<file path="src/rtl/hazard_ctrl_pkg.sv">
// Shared types for the hazard controller: RV32I opcodes and the PC mux select.
package hazard_ctrl_pkg;

  typedef enum logic [6:0] {
    op_lui   = 7'b0110111,
    op_auipc = 7'b0010111,
    op_jal   = 7'b1101111,
    op_jalr  = 7'b1100111,
    op_br    = 7'b1100011,
    op_load  = 7'b0000011,
    op_store = 7'b0100011,
    op_imm   = 7'b0010011,
    op_reg   = 7'b0110011,
    op_csr   = 7'b1110011
  } rv32i_opcode_t;

  // alu_out is encoded as 1 so a branch can select it straight from br_en_ex
  typedef enum logic [1:0] {
    pc_plus4 = 2'd0,
    alu_out  = 2'd1,
    alu_mod2 = 2'd2
  } pcmux_sel_t;

endpackage

</file>
<file path="src/rtl/hazard_ctrl.sv">
// Pipeline hazard controller for the five-stage RV32I core.
// Drives PC load/select and per-stage register enables/flushes for memory
// waits, EX-stage redirects (with wrong-path fetch squash) and load-use stalls.
// Optional macro HAZARD_PERF_CNT_EN builds saturating stall/flush counters;
// without it the counter ports are tied to zero.
// LOAD_USE_STALL is legal in 1..3.
module hazard_ctrl
  import hazard_ctrl_pkg::*;
#(
  parameter int NUM_REGS       = 32,
  parameter int LOAD_USE_STALL = 1,
  parameter int CNT_W          = 32,
  localparam int RW            = $clog2(NUM_REGS)
) (
  input  logic             clk,
  input  logic             rst_n,
  input  logic             imem_resp,
  input  logic             dmem_resp,
  input  logic [RW-1:0]    rs1_id,
  input  logic [RW-1:0]    rs2_id,
  input  logic             rs1_used_id,
  input  logic             rs2_used_id,
  input  logic [6:0]       opcode_ex,
  input  logic             br_en_ex,
  input  logic [RW-1:0]    rd_ex,
  input  logic             dmem_read_mem,
  input  logic             dmem_write_mem,
  output logic             pc_en,
  output pcmux_sel_t       pcmux_sel,
  output logic             IFID_en,
  output logic             IDEX_en,
  output logic             EXMEM_en,
  output logic             MEMWB_en,
  output logic             IFID_flush,
  output logic             IDEX_flush,
  output logic [CNT_W-1:0] stall_cnt,
  output logic [CNT_W-1:0] flush_cnt
);

  typedef enum logic [1:0] {RUN, LU_STALL, SQUASH} state_t;

  state_t      state_q, state_d;
  logic [1:0]  cnt_q, cnt_d;
  logic        adv, redir, lu;

  assign adv   = dmem_resp | ~(dmem_read_mem | dmem_write_mem);
  assign redir = ((opcode_ex == op_br) & br_en_ex) | (opcode_ex == op_jal) |
                 (opcode_ex == op_jalr);
  assign lu    = (opcode_ex == op_load) & (rd_ex != '0) &
                 ((rs1_used_id & (rs1_id == rd_ex)) | (rs2_used_id & (rs2_id == rd_ex)));

  // PC source select follows the EX opcode regardless of stall or reset
  always_comb begin
    unique case (opcode_ex)
      op_br:   pcmux_sel = br_en_ex ? alu_out : pc_plus4;
      op_jal:  pcmux_sel = alu_out;
      op_jalr: pcmux_sel = alu_mod2;
      default: pcmux_sel = pc_plus4;
    endcase
  end

  // Next-state and stage-control decode; nothing moves unless MEM can advance
  always_comb begin
    state_d    = state_q;
    cnt_d      = cnt_q;
    pc_en      = 1'b0;
    IFID_en    = 1'b0;
    IDEX_en    = 1'b0;
    EXMEM_en   = 1'b0;
    MEMWB_en   = 1'b0;
    IFID_flush = 1'b0;
    IDEX_flush = 1'b0;
    if (adv) begin
      unique case (state_q)
        RUN: begin
          if (redir) begin
            {pc_en, IFID_en, IDEX_en, EXMEM_en, MEMWB_en} = '1;
            IFID_flush = 1'b1;
            IDEX_flush = 1'b1;
            state_d    = imem_resp ? RUN : SQUASH;
          end else if (lu) begin
            // hold IF/ID and the PC, inject a bubble into EX
            {IDEX_en, EXMEM_en, MEMWB_en} = '1;
            IDEX_flush = 1'b1;
            if (LOAD_USE_STALL > 1) begin
              cnt_d   = 2'(LOAD_USE_STALL - 2);
              state_d = LU_STALL;
            end
          end else begin
            {IFID_en, IDEX_en, EXMEM_en, MEMWB_en} = '1;
            IFID_flush = ~imem_resp;
            pc_en      = imem_resp;
          end
        end
        LU_STALL: begin
          {IDEX_en, EXMEM_en, MEMWB_en} = '1;
          IDEX_flush = 1'b1;
          if (cnt_q == 2'd0) state_d = RUN;
          else               cnt_d   = cnt_q - 2'd1;
        end
        SQUASH: begin
          // wrong-path word still in flight: drop it, PC already holds the target
          {IFID_en, IDEX_en, EXMEM_en, MEMWB_en} = '1;
          IFID_flush = 1'b1;
          if (imem_resp) state_d = RUN;
        end
        default: state_d = RUN;
      endcase
    end
    if (!rst_n) begin
      {pc_en, IFID_en, IDEX_en, EXMEM_en, MEMWB_en, IFID_flush, IDEX_flush} = '0;
    end
  end

  // State and bubble counter; the decode above already holds them when adv=0
  always_ff @(posedge clk or negedge rst_n) begin
    if (!rst_n) begin
      state_q <= RUN;
      cnt_q   <= 2'd0;
    end else begin
      state_q <= state_d;
      cnt_q   <= cnt_d;
    end
  end

  // EX holds a bubble while stalling or squashing, so no redirect can appear there
  a_no_redir_in_stall: assert property (@(posedge clk) disable iff (!rst_n)
                                        (state_q != RUN) |-> !redir);

`ifdef HAZARD_PERF_CNT_EN
  logic [CNT_W-1:0] stall_cnt_q, stall_cnt_d;
  logic [CNT_W-1:0] flush_cnt_q, flush_cnt_d;

  assign stall_cnt_d = ((!adv || !IFID_en) && (stall_cnt_q != '1)) ?
                       stall_cnt_q + CNT_W'(1) : stall_cnt_q;
  assign flush_cnt_d = (IDEX_flush && (flush_cnt_q != '1)) ?
                       flush_cnt_q + CNT_W'(1) : flush_cnt_q;

  // Saturating performance counters
  always_ff @(posedge clk or negedge rst_n) begin
    if (!rst_n) begin
      stall_cnt_q <= '0;
      flush_cnt_q <= '0;
    end else begin
      stall_cnt_q <= stall_cnt_d;
      flush_cnt_q <= flush_cnt_d;
    end
  end

  assign stall_cnt = stall_cnt_q;
  assign flush_cnt = flush_cnt_q;
`else
  assign stall_cnt = '0;
  assign flush_cnt = '0;
`endif

endmodule

</file>
<file path="config.mk">
export PLATFORM = sky130hd
export DESIGN_NAME = hazard_ctrl
export DESIGN_NICKNAME = d
export VERILOG_FILES = /design/src/rtl/hazard_ctrl_pkg.sv /design/src/rtl/hazard_ctrl.sv
export SDC_FILE = /design/constraint.sdc
export NUM_CORES = 1
export LEC_CHECK = 0
export ABC_CLOCK_PERIOD_IN_PS = 1500
export BUFFER_PORTS_ARGS = -buffer_cell sky130_fd_sc_hd__buf_2
export CORE_MARGIN = 2
export CORE_UTILIZATION = 32
export DETAILED_ROUTE_END_ITERATION = 10
export PLACE_DENSITY = 0.85
export SETUP_SLACK_MARGIN = 0.5
export SLEW_MARGIN = 15
export SYNTH_ARGS = -nofsm -noshare
export SYNTH_HDL_FRONTEND = slang
export SYNTH_SLANG_ARGS = --single-unit
</file>
<file path="constraint.sdc">
create_clock -name clk -period 1.5 [get_ports clk]
set_input_delay 0.075 -clock clk [delete_from_list [all_inputs] [get_ports clk]]
set_output_delay 0.075 -clock clk [all_outputs]
set_load 0.02 [all_outputs]
</file>
==> summary.md, run 1 <==
| Metric | Value |
|---|---|
| F_max | `a little under 700 MHz` |
| Die Ht | `between 50 and 60 um` |
| Dominant cell by count in the synthesized netlist | `buf_4` |
| Setup Viol. Count Final | `0` |
| Cell types occupying the most area after synthesis | `buf_4, xnor2_1, a21oi_1` |
| Critical path startpoint category | `input pin` |
| Antenna cell count | `0` |
| Setup Crit Path Kind | `in2out` |
| Most used flip-flop cell after synthesis | `dfrtp_1` |
| Vias in the first global route | `460` |
| Number of buffer cells added on primary ports | `39` |
| WP data required | `between 1000 and 1500 ps` |
| Area of the core | `between 2000 and 2500 um^2` |
| Growth of design area from synthesis to finish | `7.76%` |
| Worst-skew pair later-pin latency | `0 ps` |
| Worst reg2reg startpoint | `state_q[1]` |
| Largest register by flop count | `state_q` |
| P per Cell Area | `358 nW/um^2` |
| Violation count after the first detailed-routing iteration | `1` |
| Beginning of the critical path | `opcode_ex[5]` |
| Number of instances in the synthesized netlist | `approximately 110` |
| Portion of the clock cycle consumed by the worst path in the final layout | `0.981` |
| Number of antenna violations at the first check in global routing | `0` |
| Share of Yosys cell area claimed by the top area cell type | `0.603` |
| Post-route cell area | `886 um^2` |
| Outcome | `finished, final reports clean` |
| Placed standard-cell area | `around 830 um^2` |
| Final hold viol count | `0` |
| Asr flop ratio synth | `1.00` |
| Total area of sequential cells | `~25 um^2` |
| Overall routed net length | `1430 um` |
| Worst clock skew | `0 ps` |
| Count of unique library cells instantiated by Yosys | `26` |
| Number of antenna-violating nets in the routed design | `0` |
| Maximum number of pins on one net before global-route repair | `6` |
| Total of max-cap violations | `0` |
| RSZ-0062 raised after global routing | `true` |
| Final critical path time including I/O delays and setup | `~1500 ps` |
| Number of filler instances in the final layout | `between 200 and 300` |
| First-pass GRT wire length | `approximately 1700 um` |
| Cell accounting for the most synthesized area | `buf_4` |
| Pre-Repair DR Iteration Count | `2` |
| Post-DR vias/cell | `3.54` |
| Mapped Area | `just over 800 um^2` |
| Final nets | `roughly 190` |
| Initial standard-cell utilization of the core | `0.335` |
| Area of the die | `approximately 3000 um^2` |
| Flops & latches, synth | `1` |
| Num rows | `18` |
| Multi-input gate area | `~570 um^2` |
| Max reg flops | `1` |
| Post-route total power | `between 0.3 and 0.4 mW` |
| Leading cell types by count after synthesis | `buf_4, xnor2_1, a21oi_1, nand2_1` |
| Portion of the post-synthesis area used by sequential elements | `0.0304` |
| Global placer's final weighted congestion | `roughly 0.63` |
| Share of post-route cells with drive strength above 1 | `0.342` |
| Number of DRC violations after detailed routing | `0` |
| Registers with the highest flip-flop counts | `state_q (1)` |
| Chip width | `around 55 um` |
| Critical Path AT | `approximately 1400 ps` |
| Number of enable flip-flop cells after synthesis | `0` |
| Final HPWL from detailed placement | `approximately 1300 um` |
| Total leakage power | `approximately 0.52 nW` |
| Avg Inst Size Synth | `approximately 7.3 um^2` |
| Number of ports placed on the die boundary | `104` |
| Max-slew violations | `0` |
| Gr ovfl total | `0` |
| Detailed-route via count | `approximately 640` |
| Type of the most critical hold path | `in2reg` |
| Total Routing Usage GR | `0.0767` |
| Wire length per cell after detailed routing | `between 7 and 8 um` |
| Largest voltage drop on the vdd net | `about 0.00017 V` |
| Synthesis warning total | `0` |
| Element type at the critical path end | `output port` |
| Maximum fanout count along the critical path | `3` |
| Hold path startpoint | `imem_resp` |
| Clock-pin transition on the worst setup and hold timing paths | `0 ps` |
## logic make-up (layout without fill, tap and decap cells)
group | count (synthesis) | in the layout | synth area share
xor+xnor | 10 | 10 | 0.107
buf+inv | 68 | 45 | 0.612
other cells | 1 | 64 | 0.00456
simple gates | 19 | 19 | 0.140
compound gates | 13 | 13 | 0.107
flops | 1 | 1 | 0.0304
## area by class of cell
class | count | area share
inverters | 2 | 0.00847
repair buffers | 43 | 0.280
well taps | 30 | 0.0424
multi-input cells | 106 | 0.641
flip-flops and latches | 1 | 0.0282
## worst paths after layout
path                            slack, ps  cells past startpoint          to
worst min register to register        600                      2  state_q[1]
min in group asynchronous             400                      2  state_q[1]
max in group asynchronous             990                      2  state_q[1]
worst min-delay path                  290                      2  state_q[1]
worst max register to register        780                      2  state_q[1]
worst max-delay path                   30                      6  IFID_flush
## critical path, cell delays in order
cell	delay [ps]
buf_6	90
or4_4	540
a211oi_4	200
nor3b_2	230
a21oi_1	90
buf_4	180
## through the flow
step / utilization / worst slack [ps] / TNS, ps / instances / hold slack, ps
final: 0.361 / 28.2 / 0 / 182 / 292
after global routing: 0.361 / -51.9 / -100 / 182 / 306
after CTS: 0.356 / 6.67 / 0 / 181 / 287
after detailed placement: 0.338 / -12.9 / -22.3 / 180 / -136
after global placement: 0.338 / 1.57 / 0 / 180 / -139
after floorplan: - / 283 / 0 / 175 / -221
## cells in the final DEF (no fill, tap or decap), types with 2 or more instances in the layout
master    n
nand4_1   2
nor2_1    2
inv_1     2
xnor2_1  10
nand2_1   5
buf_4     6
buf_2    34
conb_1   64
buf_6     2
a21oi_1   5
## where the power goes
part           switching [mW]  total [mW]  leakage [nW]  internal [mW]
combinational           0.211       0.288         0.507         0.0767
sequential           0.000772      0.0289        0.0139         0.0281
clock                       0           0             0              0
total                   0.212       0.317         0.521          0.105
## metal layers
metal | part of all wire | global-route usage
met1 | 0.31 | 0.0650
met2 | 0.52 | 0.181
met3 | 0.17 | 0.0137
met4 | 0 | 0
met5 | 0 | 0
## timing repair
| action | CTS | global route |
|---|---|---|
| pin swaps | 1 | 0 |
| hold buffers | 1 | 0 |
| endpoints found under the hold margin | 1 | 0 |
| setup buffers | 0 | 1 |
| endpoints found under the setup margin | 7 | 10 |
| resized for setup | 8 | 1 |
Power figures use the tool's default switching activity.
==> run 2, diff against run 1 <==
--- a/config.mk
+++ b/config.mk
@@ -5,12 +5,13 @@
 export SDC_FILE = /design/constraint.sdc
 export NUM_CORES = 1
 export LEC_CHECK = 0
-export ABC_CLOCK_PERIOD_IN_PS = 1500
+export ABC_CLOCK_PERIOD_IN_PS = 1720
 export BUFFER_PORTS_ARGS = -buffer_cell sky130_fd_sc_hd__buf_2
 export CORE_MARGIN = 2
-export CORE_UTILIZATION = 32
+export CORE_UTILIZATION = 36
+export CTS_BUF_LIST = sky130_fd_sc_hd__clkbuf_2 sky130_fd_sc_hd__clkbuf_4 sky130_fd_sc_hd__clkbuf_8
 export DETAILED_ROUTE_END_ITERATION = 10
-export PLACE_DENSITY = 0.85
+export PLACE_DENSITY = 0.94
 export SETUP_SLACK_MARGIN = 0.5
 export SLEW_MARGIN = 15
 export SYNTH_ARGS = -nofsm -noshare
==> constraint.sdc (replaced) <==
create_clock -name clk -period 1.72 [get_ports clk]
set_input_delay 0.086 -clock clk [delete_from_list [all_inputs] [get_ports clk]]
set_output_delay 0.086 -clock clk [all_outputs]
set_load 0.02 [all_outputs]
==> run 2 against run 1 <==
  * Total power decreased by 14%
  * Largest cell class unchanged
  * Via count decreased by 0.62%
  * Design area fell by 0.99%
  * Sequential power fell by 13%
  * Core utilization up 3.9 points
  * Clock skew did not move
  * Critical endpoint unchanged
  * Cell count is 0.55% lower
==> summary.md, run 2 (same netlist as run 1, synthesis figures left out) <==
| Metric | Value |
|---|---|
| Most frequent standard cell in the layout excluding fill and tap cells | `conb_1` |
| Most frequent cells in the layout | `conb_1, buf_2, xnor2_1` |
| Number of antenna violations at the first check in global routing | `0` |
| Final nets | `between 150 and 200` |
| Total Routing Usage GR | `0.0813` |
| Fin util | `0.400` |
| Overall routed net length | `1320 um` |
| P per Cell Area | `approximately 310 nW/um^2` |
| Die Ht | `51.8 um` |
| Worst clock skew | `0 ps` |
| Setup Crit Path Kind | `in2out` |
| Maximum number of pins on one net before global-route repair | `6` |
| Area of the core | `approximately 2200 um^2` |
| First-pass GRT wire length | `between 1500 and 2000 um` |
| Final sum of negative setup slack | `0 ps` |
| F_max | `roughly 680 MHz` |
| Multi-input gate area | `about 550 um^2` |
| Wire length per cell after detailed routing | `7.29 um` |
| Total leakage power | `a little over 0.5 nW` |
| Max-slew violations | `0` |
| Number of filler instances in the final layout | `approximately 240` |
| Area of the die | `around 2700 um^2` |
| Clock-pin transition on the worst setup and hold timing paths | `0 ps` |
| Element type at the critical path end | `output port` |
| Total of max-cap violations | `0` |
| Num rows | `17` |
| Vias in the first global route | `459` |
| Placement Setup Slack | `187 ps` |
| Largest register by flop count | `state_q` |
| Maximum fanout count along the critical path | `3` |
| Portion of the clock cycle consumed by the worst path in the final layout | `0.860` |
| Type of the most critical hold path | `in2reg` |
| Post-DR vias/cell | `~3.5` |
| Crit path setup slack, layout | `between 200 and 250 ps` |
| Post-route cell area | `877 um^2` |
| Largest voltage drop on the vdd net | `~0.00018 V` |
| Minimum setup slack among reg-to-reg paths | `between 1000 and 1500 ps` |
| Global placer's final weighted congestion | `about 0.67` |
| Violation count after the first detailed-routing iteration | `5` |
| Max reg flops | `1` |
| Number of buffer cells added on primary ports | `39` |
| Final HPWL from detailed placement | `1240 um` |
| RSZ-0062 raised after global routing | `true` |
| Critical path startpoint category | `input pin` |
| Final critical path time including I/O delays and setup | `approximately 1500 ps` |
| Share of post-route cells with drive strength above 1 | `0.327` |
| Worst-skew pair later-pin latency | `0 ps` |
| Detailed-route via count | `640` |
| Initial standard-cell utilization of the core | `0.375` |
| Antenna cell count | `0` |
| Growth of design area from synthesis to finish | `6.70%` |
| Number of antenna-violating nets in the routed design | `0` |
| Placed standard-cell area | `just over 800 um^2` |
| Total area of sequential cells | `roughly 25 um^2` |
| Setup Viol. Count Final | `0` |
| Pre-Repair DR Iteration Count | `4` |
| Critical Path AT | `~1400 ps` |
| WP data required | `1630 ps` |
| Chip width | `51.8 um` |
| Registers with the highest flip-flop counts | `state_q (1)` |
| Number of DRC violations after detailed routing | `0` |
| Final hold viol count | `0` |
| Gr ovfl total | `0` |
| Number of ports placed on the die boundary | `approximately 100` |
| Outcome | `finished, final reports clean` |
-- run 2: changes by cell type in the layout (fill, tap and decap cells not counted), sizes merged --
cell	delta
buf	+1
-- run 2: layout make-up --
cell class / instances / area share
inverters: 2 / 0.00856
multi-input cells: 106 / 0.629
well taps: 28 / 0.0399
repair buffers: 44 / 0.294
flip-flops and latches: 1 / 0.0285
-- run 2: timing repair --
| action | in CTS | in global routing |
|---|---|---|
| hold buffers | 1 | 0 |
| hold endpoints to repair | 1 | 0 |
| pin swaps | 1 | 1 |
| setup endpoints to repair | 4 | 6 |
| resized for setup | 4 | 3 |
| setup buffers | 1 | 3 |
-- run 2: stage by stage --
step	hold slack [ps]	power, mW	std cells
2_1_floorplan	-210	0.319	175
5_1_grt	309	0.295	181
6_report	292	0.274	181
4_1_cts	292	0.267	178
3_3_place_gp	-129	0.258	176
3_5_place_dp	-125	0.261	176
-- run 2: path summary, 6_finish.rpt --
| check | from | to | cells after the start |
|---|---|---|---|
| worst max register to register | state_q[1] | state_q[1] | 2 |
| min in group asynchronous | rst_n | state_q[1] | 2 |
| worst min register to register | state_q[1] | state_q[1] | 2 |
| max in group asynchronous | rst_n | state_q[1] | 2 |
| worst min-delay path | imem_resp | state_q[1] | 2 |
| worst max-delay path | opcode_ex[5] | IFID_flush | 6 |
-- run 2: routing by layer --
metal  wire (um)  GRT usage  vias to the layer above
li1            -          -                      315
met1         412     0.0836                      263
met2         687      0.177                       62
met3         220     0.0115                        0
met4           0          0                        0
met5           0          0                        -
-- run 2: worst max-delay path, stage by stage --
cell	delay (ps)
buf_6	90
or4_4	530
a211oi_4	190
nor3b_2	230
a21oi_1	90
buf_4	170
-- run 2: report_power, final --
part / switching [mW] / internal, mW / leakage (nW)
clock: 0 / 0 / 0
combinational: 0.182 / 0.0670 / 0.506
sequential: 0.000650 / 0.0245 / 0.0139
==> run 3, diff against run 2 <==
--- a/config.mk
+++ b/config.mk
@@ -5,13 +5,14 @@
 export SDC_FILE = /design/constraint.sdc
 export NUM_CORES = 1
 export LEC_CHECK = 0
+export ABC_AREA = 1
 export ABC_CLOCK_PERIOD_IN_PS = 1720
 export BUFFER_PORTS_ARGS = -buffer_cell sky130_fd_sc_hd__buf_2
 export CORE_MARGIN = 2
-export CORE_UTILIZATION = 36
+export CORE_UTILIZATION = 38
 export CTS_BUF_LIST = sky130_fd_sc_hd__clkbuf_2 sky130_fd_sc_hd__clkbuf_4 sky130_fd_sc_hd__clkbuf_8
 export DETAILED_ROUTE_END_ITERATION = 10
-export PLACE_DENSITY = 0.94
+export PLACE_DENSITY = 0.93
 export SETUP_SLACK_MARGIN = 0.5
 export SLEW_MARGIN = 15
 export SYNTH_ARGS = -nofsm -noshare
==> run 3 against run 2 <==
  * Cell count grew 29%
  * Critical endpoint is now pc_en
  * Synthesized cell count grew 49%
  * Maximum frequency grew 25%
  * Largest cell class unchanged
==> summary.md, run 3 <==
| Metric | Value |
|---|---|
| Placed standard-cell area | `between 900 and 1000 um^2` |
| Number of antenna violations at the first check in global routing | `0` |
| Post-DR vias/cell | `3.61` |
| Detailed-route via count | `around 840` |
| Registers with the highest flip-flop counts | `state_q (1)` |
| Leading cell types by count after synthesis | `buf_4, nand2_1, inv_1` |
| Element type at the critical path end | `output port` |
| First-pass GRT wire length | `roughly 2200 um` |
| Asr flop ratio synth | `1.00` |
| Maximum number of pins on one net before global-route repair | `6` |
| Most frequent standard cell in the layout excluding fill and tap cells | `conb_1` |
| P per Cell Area | `297 nW/um^2` |
| Setup Viol. Count Final | `0` |
| Hold slack final | `401 ps` |
| Number of ports placed on the die boundary | `104` |
| Area of the die | `2900 um^2` |
| Num rows | `18` |
| Number of instances in the synthesized netlist | `around 170` |
| Share of Yosys cell area claimed by the top area cell type | `0.525` |
| Fin util | `0.395` |
| Critical path startpoint category | `input pin` |
| Dpl cells | `233` |
| Dominant cell type by count on the critical path | `nand2_1` |
| Max-slew violations | `0` |
| Flops & latches, synth | `1` |
| Mapped Area | `approximately 940 um^2` |
| Chain of cells forming the critical path | `buf_2 > inv_2 > nand2_1 > nand2_1 > nor2_2 > nand3_1 > nand2_1 > nand2_2 > nand2_1 > a21oi_1 > buf_2` |
| Final sum of negative setup slack | `0 ps` |
| Final hold viol count | `0` |
| Maximum fanout count along the critical path | `4` |
| Most used flip-flop cell after synthesis | `dfrtp_1` |
| Initial standard-cell utilization of the core | `0.392` |
| Growth of design area from synthesis to finish | `0.795%` |
| Final cell count without fillers | `234` |
| Max reg flops | `1` |
| Total Routing Usage GR | `0.0932` |
| Multiplexer area fraction after synthesis | `0` |
| Wire length per cell after detailed routing | `roughly 7.0 um` |
| Crit path setup slack, layout | `around 540 ps` |
| Number of antenna-violating nets in the routed design | `0` |
| Cell family with most CP delay | `simple AND/OR/NAND/NOR gates` |
| Worst clock skew | `0 ps` |
| Combinational family with the most area after synthesis | `buffers and inverters` |
| Vias in the first global route | `611` |
| Gr ovfl total | `0` |
| RSZ-0062 raised after global routing | `true` |
| Number of buffer cells added on primary ports | `39` |
| Setup Crit Path Kind | `in2out` |
| Largest voltage drop on the vdd net | `approximately 0.00015 V` |
| Antenna cell count | `0` |
| Cell types occupying the most area after synthesis | `buf_4, nand2_1, inv_1` |
| Xor and xnor fraction of the mapped netlist area | `0` |
| Count of unique library cells instantiated by Yosys | `16` |
| Most frequent cells in the layout | `conb_1, nand2_1, buf_2` |
| Outcome | `finished, final reports clean` |
| Post-synthesis adder-cell area fraction | `0` |
| Die Ht | `53.9 um` |
| Type of the most critical hold path | `in2reg` |
| Maximum cell stage delay along the critical path | `~210 ps` |
| Overall routed net length | `about 1600 um` |
| Pre-Repair DR Iteration Count | `4` |
| Violation count after the first detailed-routing iteration | `12` |
| Cell accounting for the most synthesized area | `buf_4` |
| Avg Inst Size Synth | `~5.7 um^2` |
| Synthesis warning total | `0` |
| Post-route cell area | `between 900 and 1000 um^2` |
| Area of the core | `~2400 um^2` |
| Cell at the slowest stage of the critical path | `buf_2` |
| Final nets | `roughly 240` |
| Global placer's final weighted congestion | `roughly 0.8` |
| Number of enable flip-flop cells after synthesis | `0` |
| Number of DRC violations after detailed routing | `0` |
| Portion of the post-synthesis area used by sequential elements | `0.0265` |
| Complex-gate fraction of the synthesized area | `0.0212` |
| Worst-skew pair later-pin latency | `0 ps` |
| WP data required | `1630 ps` |
| Final HPWL from detailed placement | `about 1400 um` |
| Share of post-route cells with drive strength above 1 | `0.284` |
| Clock-pin transition on the worst setup and hold timing paths | `0 ps` |
| F_max | `between 800 and 900 MHz` |
| Portion of the clock cycle consumed by the worst path in the final layout | `0.686` |
| Post-route total power | `between 0.2 and 0.3 mW` |
| Post-synthesis simple-gate area fraction | `0.321` |
| Chip width | `approximately 54 um` |
| Total leakage power | `roughly 0.71 nW` |
| Total of max-cap violations | `0` |
| Largest register by flop count | `state_q` |
| Critical Path AT | `about 1100 ps` |
| Critical path buffers and inverters | `3` |
| Final critical path time including I/O delays and setup | `around 1200 ps` |
| Placement Setup Slack | `between 500 and 600 ps` |
| Dominant cell by count in the synthesized netlist | `buf_4` |
## run 3: cell count changes in the layout (fill, tap and decap cells not counted), sizes merged, moves of 4 or more
cell,before,now
nand2,5,41
inv,2,26
nor2,2,16
xnor2,10,0
nand3,0,9
buf,43,39
## run 3: worst register-to-register path: cells and delay by family, from the launching register on
family / cells / cell delay (ps)
buffers and inverters: 2 / 150
DFF: 1 / 370
and+or+nand+nor: 2 / 210
## run 3: metal layers
metal,GRT usage,up-vias,part of all wire
met2,0.193,47,0.56
met4,0.00855,0,0.018
met3,0,2,0.092
met5,0,-,0
met1,0.107,356,0.32
li1,-,439,-
## run 3: timing repair
action                     in CTS  in global routing
buffers inserted                0                  0
setup endpoints to repair       0                  2
hold endpoints to repair        1                  0
gates resized for setup         0                  9
hold buffers                    1                  0
## run 3: area by class of cell
class | count | area (um^2)
fill | 272 | 1460
inverter | 26 | 97.6
sequential | 1 | 25.0
multi-input combinational | 137 | 582
timing repair buffer | 40 | 210
tap | 30 | 37.5
## run 3: power by group
part	switching, mW	total (mW)	leakage, nW	internal (mW)
Sequential	0.000240	0.0246	0.0139	0.0243
Combinational	0.201	0.259	0.692	0.0579
Clock	0	0	0	0
Total	0.201	0.283	0.706	0.0822
## run 3: cells by family after synthesis
| kind of cell | after synthesis |
|---|---|
| AOI/OAI and AO/OA | 4 |
| other | 1 |
| DFF | 1 |
| buffers and inverters | 92 |
| and+or+nand+nor | 69 |
## run 3: final timing paths
check	slack (ps)	cells after the start	end	start
max	540	11	pc_en	rd_ex[1]
min	400	5	state_q[1]	dmem_resp
max reg2reg	890	4	state_q[1]	state_q[1]
min reg2reg	640	4	state_q[1]	state_q[1]
max in group asynchronous	1210	2	state_q[1]	rst_n
min in group asynchronous	410	2	state_q[1]	rst_n
